`config.mk`:
```
export PLATFORM = sky130hd
export DESIGN_NAME = block_match_select
export DESIGN_NICKNAME = d
export VERILOG_FILES = /design/src/rtl/block_match_select.sv
export SDC_FILE = /design/constraint.sdc
export NUM_CORES = 1
export LEC_CHECK = 0
export BUFFER_PORTS_ARGS = -buffer_cell sky130_fd_sc_hd__buf_2
export CAP_MARGIN = 20
export CELL_PAD_IN_SITES_DETAIL_PLACEMENT = 0
export CELL_PAD_IN_SITES_GLOBAL_PLACEMENT = 2
export CORE_MARGIN = 4
export CORE_UTILIZATION = 37
export CTS_CLUSTER_DIAMETER = 200
export DETAILED_ROUTE_END_ITERATION = 8
export PLACE_DENSITY = 0.95
export SLEW_MARGIN = 20
export SYNTH_ARGS = -nofsm -noshare
export SYNTH_HDL_FRONTEND = slang
export SYNTH_SLANG_ARGS = --single-unit
```
`constraint.sdc`:
```
create_clock -name clk -period 7.53 [get_ports clk]
set_input_delay 1.506 -clock clk [delete_from_list [all_inputs] [get_ports clk]]
set_output_delay 1.506 -clock clk [all_outputs]
set_load 0.1 [all_outputs]
```
`src/rtl/block_match_select.sv`:
```
// Best-match selector: scores candidate blocks by Hamming distance to a reference block and
// reports the minimum-cost candidate of each frame through a valid/ready result port.
module block_match_select #(
  parameter int unsigned block_size = 16,
  parameter int unsigned cost_w     = $clog2(block_size * block_size + 1)
) (
  input  logic                             clk,
  input  logic                             reset,
  input  logic                             blks_valid,
  input  logic [block_size*block_size-1:0] blk_block,
  input  logic [block_size*block_size-1:0] srch_block,
  input  logic [15:0]                      coords_in,
  input  logic [15:0]                      blk_index_i,
  input  logic                             match_done,
  output logic                             result_valid,
  input  logic                             result_ready,
  output logic [15:0]                      best_coords,
  output logic [cost_w-1:0]                best_cost,
  output logic [15:0]                      blk_index_o,
  output logic [15:0]                      beat_count,
  output logic                             overflow
);

  localparam int unsigned RowW = $clog2(block_size + 1);

  // Input edge detect and per-row popcounts
  logic                                done_q;
  logic                                frame_end;
  logic [block_size*block_size-1:0]    diff;
  logic [block_size-1:0][RowW-1:0]     row_pc_d;

  assign frame_end = match_done & ~done_q;
  assign diff      = blk_block ^ srch_block;

  always_comb begin
    row_pc_d = '0;
    for (int r = 0; r < int'(block_size); r++) begin
      for (int c = 0; c < int'(block_size); c++) begin
        row_pc_d[r] = row_pc_d[r] + RowW'(diff[r * int'(block_size) + c]);
      end
    end
  end

  // S1: row popcounts, coords, index, end marker
  logic                            s1_beat_q, s1_end_q;
  logic [block_size-1:0][RowW-1:0] s1_row_pc_q;
  logic [15:0]                     s1_coords_q, s1_index_q;

  always_ff @(posedge clk or negedge reset) begin
    if (!reset) begin
      done_q      <= 1'b1;
      s1_beat_q   <= 1'b0;
      s1_end_q    <= 1'b0;
      s1_row_pc_q <= '0;
      s1_coords_q <= '0;
      s1_index_q  <= '0;
    end else begin
      done_q    <= match_done;
      s1_beat_q <= blks_valid;
      s1_end_q  <= frame_end;
      if (blks_valid || frame_end) begin
        s1_row_pc_q <= row_pc_d;
        s1_coords_q <= coords_in;
        s1_index_q  <= blk_index_i;
      end
    end
  end

  // S2: summed cost
  logic [cost_w-1:0] cost_sum;
  logic              s2_beat_q, s2_end_q;
  logic [cost_w-1:0] s2_cost_q;
  logic [15:0]       s2_coords_q, s2_index_q;

  always_comb begin
    cost_sum = '0;
    for (int r = 0; r < int'(block_size); r++) begin
      cost_sum = cost_sum + cost_w'(s1_row_pc_q[r]);
    end
  end

  always_ff @(posedge clk or negedge reset) begin
    if (!reset) begin
      s2_beat_q   <= 1'b0;
      s2_end_q    <= 1'b0;
      s2_cost_q   <= '0;
      s2_coords_q <= '0;
      s2_index_q  <= '0;
    end else begin
      s2_beat_q <= s1_beat_q;
      s2_end_q  <= s1_end_q;
      if (s1_beat_q || s1_end_q) begin
        s2_cost_q   <= cost_sum;
        s2_coords_q <= s1_coords_q;
        s2_index_q  <= s1_index_q;
      end
    end
  end

  // S3: running min/argmin; the end marker trails the last update by one register
  logic              started_q, started_d;
  logic [cost_w-1:0] min_q, min_d;
  logic [15:0]       argmin_q, argmin_d;
  logic [15:0]       count_q, count_d;
  logic [15:0]       index_q, index_d;
  logic              s3_end_q;

  always_comb begin
    started_d = started_q;
    min_d     = min_q;
    argmin_d  = argmin_q;
    count_d   = count_q;
    index_d   = index_q;
    // A finished frame is snapshotted this cycle; a concurrent beat starts the next one
    if (s3_end_q) begin
      started_d = 1'b0;
      count_d   = '0;
    end
    if (s2_beat_q || s2_end_q) begin
      index_d = s2_index_q;
    end
    if (s2_beat_q) begin
      if (!started_d || (s2_cost_q < min_d)) begin
        min_d    = s2_cost_q;
        argmin_d = s2_coords_q;
      end
      started_d = 1'b1;
      if (count_d != 16'hFFFF) begin
        count_d = count_d + 16'd1;
      end
    end
  end

  // Publish staging, decoupled from the frame state that clears behind it
  logic              pend_valid_q;
  logic [15:0]       pend_coords_q, pend_index_q, pend_count_q;
  logic [cost_w-1:0] pend_cost_q;

  always_ff @(posedge clk or negedge reset) begin
    if (!reset) begin
      started_q     <= 1'b0;
      min_q         <= '0;
      argmin_q      <= '0;
      count_q       <= '0;
      index_q       <= '0;
      s3_end_q      <= 1'b0;
      pend_valid_q  <= 1'b0;
      pend_coords_q <= '0;
      pend_cost_q   <= '0;
      pend_index_q  <= '0;
      pend_count_q  <= '0;
    end else begin
      started_q    <= started_d;
      min_q        <= min_d;
      argmin_q     <= argmin_d;
      count_q      <= count_d;
      index_q      <= index_d;
      s3_end_q     <= s2_end_q;
      pend_valid_q <= s3_end_q && (count_q != 16'd0);
      if (s3_end_q) begin
        pend_coords_q <= argmin_q;
        pend_cost_q   <= min_q;
        pend_index_q  <= index_q;
        pend_count_q  <= count_q;
      end
    end
  end

  // Result holding register with sticky drop flag
  always_ff @(posedge clk or negedge reset) begin
    if (!reset) begin
      result_valid <= 1'b0;
      best_coords  <= '0;
      best_cost    <= '0;
      blk_index_o  <= '0;
      beat_count   <= '0;
      overflow     <= 1'b0;
    end else if (pend_valid_q) begin
      if (!result_valid || result_ready) begin
        result_valid <= 1'b1;
        best_coords  <= pend_coords_q;
        best_cost    <= pend_cost_q;
        blk_index_o  <= pend_index_q;
        beat_count   <= pend_count_q;
      end else begin
        overflow <= 1'b1;
      end
    end else if (result_valid && result_ready) begin
      result_valid <= 1'b0;
    end
  end

endmodule
```
==> out/qor.yml <==
synthesis.nets: 2886
rr_endpoint: "s2_cost_q[8]"
whs_path_depth: 0
yosys_register_bits: 334
yosys_warnings: 0
cts_buffers: 38
synth_flop_cell: "dfrtp_1"
setup_violations: 0
min_period_ns: 5.35
cp.arrival_ns: 5.75
io_pins: 608
worstHoldStart: "s2_end_q"
finalSetupTns_ns: 0
ctsResizeCount: 0
dieArea_mm2: 0.0659
synth-seq-area-share: 0.365
start_util: 0.377
dp_slack_ns: 2.13
nets: 3474
io_buffers: 607
synthTopCellsByArea: "dfrtp_1, fa_1, xor2_1"
via_count: 15913
first_pass_iters: 4
ant_nets: 0
reg2regPathDepth: 17
period_share: 0.711
viasPerCell: 4.67
hp-class: "flip-flop to flip-flop"
clock_latency_ns: 0.56
gp_congestion: 0.873
core_region_area_mm2: 0.0608
crit_path_start_kind: "flip-flop"
tritoncts: "done"
syn_area_mm2: 0.0229
critPathRequiredTime_ns: 7.93
antenna_found_initial: 4
netlist.area_leader.share: 0.364
rows: 90
reg2reg_from: "s1_row_pc_q[2]"
avgSynthCellArea_um2: 11.4
tightest_slew_ns: 1.00
synth_cell_types: 50
slew_violations: 0
layout_commonest_cell: "buf_2"
fmax_mhz: 187
drive_gt1_frac: 0.330
grt_pass1_wl_um: 90900
wirelength_um: 56200
die_w_um: 257
path_class: "flip-flop to flip-flop"
setup_slack_ns: 2.18
clock-sinks: 334
die_h_um: 257
place_hpwl_um: 45900
path_max_fanout: 2
rsz0062_at_grt: "no"
path_clk_slew_ns: 0.06
synth_enable_flop_cells: 0
hold_violations: 0
grt_max_degree: 159
grt_usage: 0.169
cts-hold-fix-buffers: 0
syn-instance-count: 2004
htree_levels: 2
cts_setup_buffers: 0
end_kind: "flip-flop"
fin_skew_ns: 0.0218
yosys.area.top_type: "dfrtp_1"
wl_per_cell_um: 16.5
grt_pass1_vias: 17579
gr-total-overflow: 0
cap_violations: 0
cts_buffer_depth: 3
drc_errors: 0
cts.root.buffer_cell: "clkbuf_16"
final_cell_mix: "buf_2, dfrtp_1, inv_1, xor2_1, fa_1"
area_growth_pct: 22.6
status: "completed"
drtIter0Drc: 574
ys_async_sr_fraction: 1.00
hold_path_end: "s3_end_q"
maxSlewHeadroom: 0.333
reg2reg_setup_slack_ns: 2.18
-- cells by family (layout without fill, tap and decap cells) --
logic type      count (synthesis)  in the layout  share of synthesized area
buf+inv                       310            927                     0.0523
flops                         334            334                      0.365
other cells                     0              4                          0
xor+xnor                      300            300                      0.115
fa+ha+maj                     333            333                      0.256
simple gates                  358            358                     0.0692
mux                           169            169                     0.0831
compound gates                200            200                     0.0595
-- worst max-delay path by stage --
stage                    start           end  cells after the start
2_1_floorplan  s1_row_pc_q[32]  s2_cost_q[8]                     17
3_3_place_gp    s1_row_pc_q[2]  s2_cost_q[8]                     17
3_5_place_dp   s1_row_pc_q[32]  s2_cost_q[8]                     17
4_1_cts         s1_row_pc_q[2]  s2_cost_q[8]                     17
5_1_grt         s1_row_pc_q[2]  s2_cost_q[8]                     17
6_report        s1_row_pc_q[2]  s2_cost_q[8]                     17
-- cell type report --
class | instances | area [um^2]
Timing Repair Buffer | 619 | 3190
Inverter | 239 | 897
Antenna cell | 4 | 10.0
Fill cell | 5697 | 32700
Sequential cell | 334 | 8360
Multi-Input combinational cell | 1360 | 13400
Clock buffer | 53 | 1070
Tap cell | 782 | 978
Clock inverter | 16 | 190
-- worst max-delay path, stage by stage (launching register included) --
cell and delay (ns):
dfrtp_1 0.32, inv_1 0.06, fa_1 0.53, inv_1 0.06
fa_1 0.53, fa_1 0.55, fa_1 0.53, fa_1 0.55
inv_1 0.06, fa_1 0.52, inv_1 0.04, ha_1 0.21
fa_1 0.41, a21o_1 0.20, a31o_2 0.24, a21oi_1 0.17
xor2_1 0.16, o21ai_0 0.08
-- cells in the mapped netlist (2+ instances only) --
library cell and n:
inv_1 239, and4_1 6, a31oi_1 2, nor4_1 5
or2_2 2, nor2b_1 25, ha_1 107, nand2_1 204
o221ai_1 25, clkbuf_1 36, o21ai_2 2, and2_1 3
xor2_1 235, nand3_1 31, xnor2_1 65, nand2b_1 2
mux2_2 168, o211ai_1 14, buf_2 25, buf_1 9
o21ai_0 42, nand4_1 3, a21oi_1 57, a21o_1 19
dfrtp_1 333, nor2_1 44, a41oi_1 2, a311o_1 25
o21bai_1 2, fa_1 226, nor3_1 27
-- metrics by stage --
step	util	cell area [um^2]	std cells	hold slack (ns)
global placement	0.440	26800	3332	0.360
global route	0.462	28100	3407	0.391
CTS	0.462	28100	3403	0.386
floorplan	-	22900	2004	0.354
finish	0.462	28100	3407	0.383
detailed placement	0.441	26800	3334	0.369
-- registers in the layout, summed over array words and instances (netlist names), 9 cells and up --
signal and flops:
count_q 16, s2_coords_q 16, pend_index_q 16, s2_index_q 16
pend_count_q 16, argmin_q 16, min_q 9, blk_index_o 16
pend_coords_q 16, best_coords 16, s1_index_q 16, best_cost 9
index_q 16, beat_count 16, s1_row_pc_q 80, s2_cost_q 9
pend_cost_q 9, s1_coords_q 16
-- routing by layer --
layer  track usage  share of wire  up-vias
met5             0              0        -
met4        0.0380          0.016        0
met1         0.209           0.40     7830
met2         0.315           0.55      327
li1              -              -     7696
met3        0.0238          0.036       60
Power is not shown: default switching activity piles up to over one toggle a cycle in this logic, so the estimate is an artifact.
